===== src/rtl/systolic_pkg.sv =====
// Shared constants for the systolic MAC processing element: default geometry
// and the beat positions of the VALID/LAST flags inside a control word.
package systolic_pkg;

  localparam int DEF_LANE_W = 4;
  localparam int DEF_BEATS  = 4;
  localparam int DEF_ACC_W  = 40;

  // Flags are carried on the first beats of a block (beat 0 = word MSB).
  localparam int VALID_BEAT = 0;
  localparam int LAST_BEAT  = 1;

  function automatic int ctrl_bit(input int beats, input int beat);
    return beats - 1 - beat;
  endfunction

endpackage


===== src/rtl/systolic_lane.sv =====
// One serial lane: gathers BEATS beats (MSB first) into a word and replays a
// word beat by beat during the following block.
import systolic_pkg::*;

module systolic_lane #(
  parameter int W        = 1,
  parameter int BEATS    = DEF_BEATS,
  parameter bit SER_ONLY = 1'b0,
  localparam int WORD_W  = W * BEATS
) (
  input  logic              clk,
  input  logic              rst_n,
  input  logic              boundary,
  input  logic [W-1:0]      din,
  input  logic [WORD_W-1:0] ext_word,
  output logic [WORD_W-1:0] word,
  output logic [W-1:0]      dout
);

  logic [(BEATS-1)*W-1:0] des_reg;
  logic [WORD_W-1:0]      ser_reg;

  // Complete word exists only combinationally on the boundary beat.
  assign word = {des_reg, din};

  generate
    if (BEATS == 2) begin : g_des_single
      always_ff @(posedge clk or negedge rst_n) begin
        if (!rst_n) des_reg <= '0;
        else        des_reg <= din;
      end
    end else begin : g_des_shift
      always_ff @(posedge clk or negedge rst_n) begin
        if (!rst_n) des_reg <= '0;
        else        des_reg <= {des_reg[(BEATS-2)*W-1:0], din};
      end
    end
  endgenerate

  // Zeros shift in behind the word so an empty block replays as all zero.
  always_ff @(posedge clk or negedge rst_n) begin
    if (!rst_n)        ser_reg <= '0;
    else if (boundary) ser_reg <= SER_ONLY ? ext_word : word;
    else               ser_reg <= {ser_reg[WORD_W-W-1:0], {W{1'b0}}};
  end

  assign dout = ser_reg[WORD_W-1 -: W];

endmodule


===== src/rtl/systolic_mac_pe.sv =====
// Systolic MAC processing element: forwards row/column operand and control
// lanes with one block of latency and accumulates row*col per valid block.
import systolic_pkg::*;

module systolic_mac_pe #(
  parameter int LANE_W  = DEF_LANE_W,
  parameter int BEATS   = DEF_BEATS,
  parameter int ACC_W   = DEF_ACC_W,
  localparam int WORD_W = LANE_W * BEATS
) (
  input  logic              clk,
  input  logic              rst_n,
  input  logic [LANE_W-1:0] row_in,
  input  logic [LANE_W-1:0] col_in,
  input  logic              row_ctrl_in,
  input  logic              col_ctrl_in,
  output logic [LANE_W-1:0] row_out,
  output logic [LANE_W-1:0] col_out,
  output logic              row_ctrl_out,
  output logic              col_ctrl_out,
  output logic [LANE_W-1:0] res_out,
  output logic              res_ctrl_out
);

  localparam int CNT_W     = (BEATS > 1) ? $clog2(BEATS) : 1;
  localparam int VALID_POS = ctrl_bit(BEATS, VALID_BEAT);
  localparam int LAST_POS  = ctrl_bit(BEATS, LAST_BEAT);

  logic [CNT_W-1:0]        cnt_reg;
  logic                    boundary;
  logic [WORD_W-1:0]       row_word, col_word, res_word, res_lane_unused;
  logic [BEATS-1:0]        row_cw, col_cw;
  logic                    ctrl_unused;
  logic                    mac_en, fire;
  logic signed [2*WORD_W-1:0] prod;
  logic signed [ACC_W-1:0] acc_reg, acc_sum;
  logic                    res_ctrl_reg;

  assign boundary = (cnt_reg == CNT_W'(BEATS - 1));

  always_ff @(posedge clk or negedge rst_n) begin
    if (!rst_n)        cnt_reg <= '0;
    else if (boundary) cnt_reg <= '0;
    else               cnt_reg <= cnt_reg + 1'b1;
  end

  systolic_lane #(.W(LANE_W), .BEATS(BEATS), .SER_ONLY(1'b0)) u_row_lane (
    .clk(clk), .rst_n(rst_n), .boundary(boundary), .din(row_in),
    .ext_word('0), .word(row_word), .dout(row_out)
  );

  systolic_lane #(.W(LANE_W), .BEATS(BEATS), .SER_ONLY(1'b0)) u_col_lane (
    .clk(clk), .rst_n(rst_n), .boundary(boundary), .din(col_in),
    .ext_word('0), .word(col_word), .dout(col_out)
  );

  systolic_lane #(.W(1), .BEATS(BEATS), .SER_ONLY(1'b0)) u_row_ctrl_lane (
    .clk(clk), .rst_n(rst_n), .boundary(boundary), .din(row_ctrl_in),
    .ext_word('0), .word(row_cw), .dout(row_ctrl_out)
  );

  systolic_lane #(.W(1), .BEATS(BEATS), .SER_ONLY(1'b0)) u_col_ctrl_lane (
    .clk(clk), .rst_n(rst_n), .boundary(boundary), .din(col_ctrl_in),
    .ext_word('0), .word(col_cw), .dout(col_ctrl_out)
  );

  // Reserved control bits and col LAST are forwarded only.
  assign ctrl_unused = ^{row_cw, col_cw};

  assign mac_en  = row_cw[VALID_POS] & col_cw[VALID_POS];
  assign fire    = row_cw[VALID_POS] & row_cw[LAST_POS];
  assign prod    = $signed(row_word) * $signed(col_word);
  assign acc_sum = acc_reg + (mac_en ? ACC_W'(prod) : '0);

  function automatic logic [WORD_W-1:0] saturate(input logic signed [ACC_W-1:0] v);
    if ((&v[ACC_W-1:WORD_W-1]) || !(|v[ACC_W-1:WORD_W-1]))
      return v[WORD_W-1:0];
    else if (v[ACC_W-1])
      return {1'b1, {(WORD_W-1){1'b0}}};
    else
      return {1'b0, {(WORD_W-1){1'b1}}};
  endfunction

  always_ff @(posedge clk or negedge rst_n) begin
    if (!rst_n) begin
      acc_reg <= '0;
    end else if (boundary) begin
      if (fire)        acc_reg <= '0;
      else if (mac_en) acc_reg <= acc_sum;
    end
  end

  // The result lane's serializer register doubles as the result buffer.
  assign res_word = fire ? saturate(acc_sum) : '0;

  systolic_lane #(.W(LANE_W), .BEATS(BEATS), .SER_ONLY(1'b1)) u_res_lane (
    .clk(clk), .rst_n(rst_n), .boundary(boundary), .din('0),
    .ext_word(res_word), .word(res_lane_unused), .dout(res_out)
  );

  always_ff @(posedge clk or negedge rst_n) begin
    if (!rst_n) res_ctrl_reg <= 1'b0;
    else        res_ctrl_reg <= boundary & fire;
  end

  assign res_ctrl_out = res_ctrl_reg;

endmodule

===== config.mk =====
export PLATFORM = sky130hd
export DESIGN_NAME = systolic_mac_pe
export DESIGN_NICKNAME = d
export VERILOG_FILES = /design/src/rtl/systolic_pkg.sv /design/src/rtl/systolic_lane.sv /design/src/rtl/systolic_mac_pe.sv
export SDC_FILE = /design/constraint.sdc
export NUM_CORES = 1
export LEC_CHECK = 0
export BUFFER_PORTS_ARGS = -buffer_cell sky130_fd_sc_hd__buf_2
export CORE_MARGIN = 2
export CORE_UTILIZATION = 50
export CTS_CLUSTER_SIZE = 25
export DETAILED_ROUTE_END_ITERATION = 8
export HOLD_SLACK_MARGIN = 0.15
export PLACE_DENSITY_LB_ADDON = 0.1
export SYNTH_ARGS = -nofsm -noshare
export SYNTH_HDL_FRONTEND = slang
export SYNTH_HIERARCHICAL = 1
export SYNTH_SLANG_ARGS = --single-unit

===== constraint.sdc =====
create_clock -name clk -period 10.6 [get_ports clk]
set_input_delay 0.53 -clock clk [delete_from_list [all_inputs] [get_ports clk]]
set_output_delay 0.53 -clock clk [all_outputs]
set_load 0.02 [all_outputs]

After elaboration in Yosys (flattened, before gate mapping):

Index checks and enable logic that the tools add are counted.

* bits in registers: 129
* output and inout bits: 15
* input bits: 12
* logic and storage cells: 37

* equal/unequal tests: 1
* bitwise logic cells: 3
* $mul: 1
* $add $sub $neg: 2
* reduce and logical (&&, ||, !) cells: 6
* multiplexer cells: 12

Operator list (number)
* 2-to-1 mux 40 bit: 3
* 2-to-1 mux 16 bit: 6
* adder 40 bit: 1
* multiplier 16 x 16 -> 32 bit: 1
* AND reduction 25 bit: 1
* OR reduction 25 bit: 1
* 2-to-1 mux 4 bit: 2
* AND 1 bit: 3
* adder 2 x 1 -> 2 bit (second input constant): 1
* == test 2 bit (second input constant): 1
* 2-to-1 mux 2 bit: 1
* AND reduction 2 bit: 1
* nonzero test 2 bit: 1
* zero test 1 bit: 1
* logical OR 1 bit: 1

Longest topological paths before layout:

* word-level depth: 9
* mapped depth: 41
* mapped depth without buffers: 38

Modules after synthesis:

The synthesis kept the hierarchy.

By module, submodules not included
* systolic_mac_pe: area each 13872.1 µm², sequential area each 1076.0 µm², times used 1, cells an instance 1581
* systolic_lane (u_col_lane ...): area each 979.7 µm², sequential area each 700.7 µm², times used 3, cells an instance 54
* systolic_lane (u_col_ctrl_lane ...): area each 224.0 µm², sequential area each 175.2 µm², times used 2, cells an instance 12

Worst setup path before layout:

No wires, ideal clock.

* path kind: input -> register
* start: input port col_in[1]
* end: register u_res_lane.ser_reg[4]
* setup time: 0.125 ns
* path buffers: 3
* arrival: 9.180 ns
* slack: 1.295 ns
* required time: 10.475 ns
* stages on the path: 37
* cell sequence: buf_4 > clkbuf_1 > nand2_1 > fa_1 > fa_1 > fa_1 > inv_1 > fa_1 > fa_1 > inv_1 > fa_1 > inv_1 > ha_1 > a21o_1 > a21o_1 > a21oi_1 > a21oi_1 > o41ai_1 > o221ai_1 > o41a_1 > nand2_1 > nor3b_1 > ha_1 > and3_1 > and2_1 > o311ai_0 > o22ai_1 > a21oi_1 > a31oi_1 > or2_2 > mux2i_1 > xnor2_1 > o211ai_1 > o31ai_2 > buf_4 > a21oi_1 > mux2_2

* cells in the longest elaborated chain, start to end: 9

Ends and longest elaborated chain
* start: declaration: line systolic_mac_pe.sv:14 `input logic [LANE_W-1:0] col_in,`
* multiplier 16 x 16 -> 32 bit (*): line systolic_mac_pe.sv:72 `assign prod = $signed(row_word) * $signed(col_word);`
* 2-to-1 mux 40 bit (*): line systolic_mac_pe.sv:73 `assign acc_sum = acc_reg + (mac_en ? ACC_W'(prod) : '0);`
* adder 40 bit (*): line systolic_mac_pe.sv:73
* OR reduction 25 bit: line systolic_mac_pe.sv:76 `if ((&v[ACC_W-1:WORD_W-1]) || !(|v[ACC_W-1:WORD_W-1]))`
* zero test 1 bit: line systolic_mac_pe.sv:76
* logical OR 1 bit: line systolic_mac_pe.sv:76
* 2-to-1 mux 16 bit (*): line systolic_mac_pe.sv:76
* 2-to-1 mux 16 bit (*): line systolic_mac_pe.sv:94 `assign res_word = fire ? saturate(acc_sum) : '0;`
* via res_word[4]: line systolic_mac_pe.sv:31 `logic [WORD_W-1:0] row_word, col_word, res_word, res_lane_unused;`
* 2-to-1 mux 16 bit (*): line systolic_lane.sv:43 `else if (boundary) ser_reg <= SER_ONLY ? ext_word : word;`
* end signal: assignment: line systolic_lane.sv:43
* end signal: assignment: line systolic_lane.sv:44 `else ser_reg <= {ser_reg[WORD_W-W-1:0], {W{1'b0}}};`
* end: declaration: line systolic_lane.sv:21 `logic [WORD_W-1:0] ser_reg;`

Mark *: on every way through the listed nets, which the timed path passes. The rest lies on a longest branch.
A chain may end at the register's enable or synchronous reset.

Worst setup path in the final report:

* start: register u_col_lane.des_reg[1]
* end: register u_res_lane.ser_reg[4]

* cells in the longest elaborated chain, start to end: 9

Ends and longest elaborated chain
* start: declaration: line systolic_lane.sv:20 `logic [(BEATS-1)*W-1:0] des_reg;`
* start signal: assignment: line systolic_lane.sv:35 `else des_reg <= {des_reg[(BEATS-2)*W-1:0], din};`
* multiplier 16 x 16 -> 32 bit (*): line systolic_mac_pe.sv:72
* 2-to-1 mux 40 bit (*): line systolic_mac_pe.sv:73
* adder 40 bit (*): line systolic_mac_pe.sv:73
* OR reduction 25 bit: line systolic_mac_pe.sv:76
* zero test 1 bit: line systolic_mac_pe.sv:76
* logical OR 1 bit: line systolic_mac_pe.sv:76
* 2-to-1 mux 16 bit (*): line systolic_mac_pe.sv:76
* 2-to-1 mux 16 bit (*): line systolic_mac_pe.sv:94
* via res_word[4]: line systolic_mac_pe.sv:31
* 2-to-1 mux 16 bit (*): line systolic_lane.sv:43

Marks and branches as above.

==> results.toml <==
[outcome]
status = "finished clean"

[cells_and_area]
fin_area_sq_mm = 0.0180
fillCellCount = 3037
final_common_cell = "inv_1"
drive_above_1_share_pct = 10.2
nets = 2130
area_growth_pct = 6.19
largest_reg_flops = 40
layout_common_cells = "inv_1 (300), fa_1 (263), nand2_1 (172), and2_1 (129), dfrtp_1 (129)"
antenna_cells = 0

[cts]
postCtsResizedCells = 0
cts_setup_buffers = 0
cts_hold_buf = 0
clkSinkCount = 129
cts_tree = "yes"
clk_latency_ns = 0.44
htreeDepth = 4
cts_buffers = 17
clkTransAtPathRegs_ns = 0.06
cts_buffer_depth = 2
cts_root_buf = "clkbuf_16"

[global_routing]
antenna_found_initial = 0
grt_max_degree = 79
grt_overflow = 0
grt_pass1_wl_mm = 67.7
grt_pass1_vias = 12827
grt_usage_pct = 24.1

[setup_path]
cp-end-kind = "flop"
max_stage_delay_ns = 0.65
cp-start-kind = "flop"
crit_type = "reg2reg"
worst_ep_required_time_ns = 10.98
slowest_stage = "dfrtp_1"
cp.arrival_ns = 10.49
crit_path_frequent_cell = "fa_1"
cp_max_fo = 18
reg2reg_slack_ns = 0.49

[routing]
firstDrtPassIters = 5
first_iter_violations = 730
avgViaCountPerCell = 5.31
drc = 0
vias = 11680
wl_per_cell_um = 17.6
ant_nets = 0
finalWirelength_mm = 38.8

[floorplanning]
die_x_um = 188
die_h_um = 188
core.rowCount = 67
dieArea_sq_mm = 0.0353
core_sq_mm = 0.0334
ios = 27
floorplan.initialDensity_pct = 50.6

[synth]
synthCells = 1748
synth_nets = 2138
avgSynthCellArea_sq_um = 9.67
yosys_warnings = 6
synth_area_sq_mm = 0.0169

[placement]
numPortBuffers = 26
dpl.hpwl_mm = 30.5
post-place-ws_ns = 0.349
gp_congestion = 0.852
place_area_sq_mm = 0.0174

[timing]
finalHoldViolations = 0
grt_setup_unrepaired = "false"
setup_viol = 0
fin_setup_tns_ns = 0
slew_headroom_pct = 25.6
finalClockSkew_ns = 0.0135
fin_ws_ns = 0.489
final_max_slew_viol_count = 0
post-route-period-util_pct = 95.4
min_period_ns = 10.11
tightest_slew_ns = 1.11
whs_ns = 0.0968
fmax_ghz = 0.0989

[min_path]
hp-class = "in2async"

[job]
cap_violations = 0
## path summary, 6_finish.rpt
path | endpoint | cells past startpoint | from
max reg2reg | u_res_lane/ser_reg[4] | 35 | u_col_lane/des_reg[1]
min reg2reg | u_col_ctrl_lane/des_reg[2] | 0 | u_col_ctrl_lane/des_reg[1]
max | u_res_lane/ser_reg[4] | 35 | u_col_lane/des_reg[1]
min in group clk | u_col_ctrl_lane/des_reg[0] | 1 | col_ctrl_in
max in group asynchronous | acc_reg[26] | 2 | rst_n
min | u_res_lane/ser_reg[1] | 1 | rst_n
## routing by layer
layer	vias to the layer above	share of wire, %	global-route usage [%]
met2	220	47	39.7
li1	5512	-	-
met3	40	3.5	3.14
met5	-	0	0
met4	0	1.4	4.94
met1	5908	48	34.4
## layout make-up
| type | count | area, sq um | area share (%) |
|---|---|---|---|
| tap | 448 | 561 | 3.12 |
| clock inverter | 12 | 121 | 0.676 |
| timing repair buffer | 52 | 332 | 1.85 |
| multi-input combinational | 1239 | 12100 | 67.5 |
| inverter | 301 | 1130 | 6.29 |
| clock buffer | 20 | 457 | 2.54 |
| sequential | 129 | 3230 | 18.0 |
## through the flow
step	util [%]	instances
final	53.7	2201
after global routing	53.7	2201
after CTS	53.6	2201
after detailed placement	51.9	2169
after global placement	51.9	2169
after floorplan	-	1748
## worst max-delay path: cells and delay by family, from the launching register on
family                     cells  cell delay (ns)
adders and majority gates      8             3.72
AOI/OAI and AO/OA             12             2.75
and+or+nand+nor                9             2.31
DFF                            1             0.65
buffers and inverters          5             0.43
muxes                          1             0.16
Power is not shown: default switching activity piles up to over one toggle a cycle in this logic, so the estimate is an artifact.
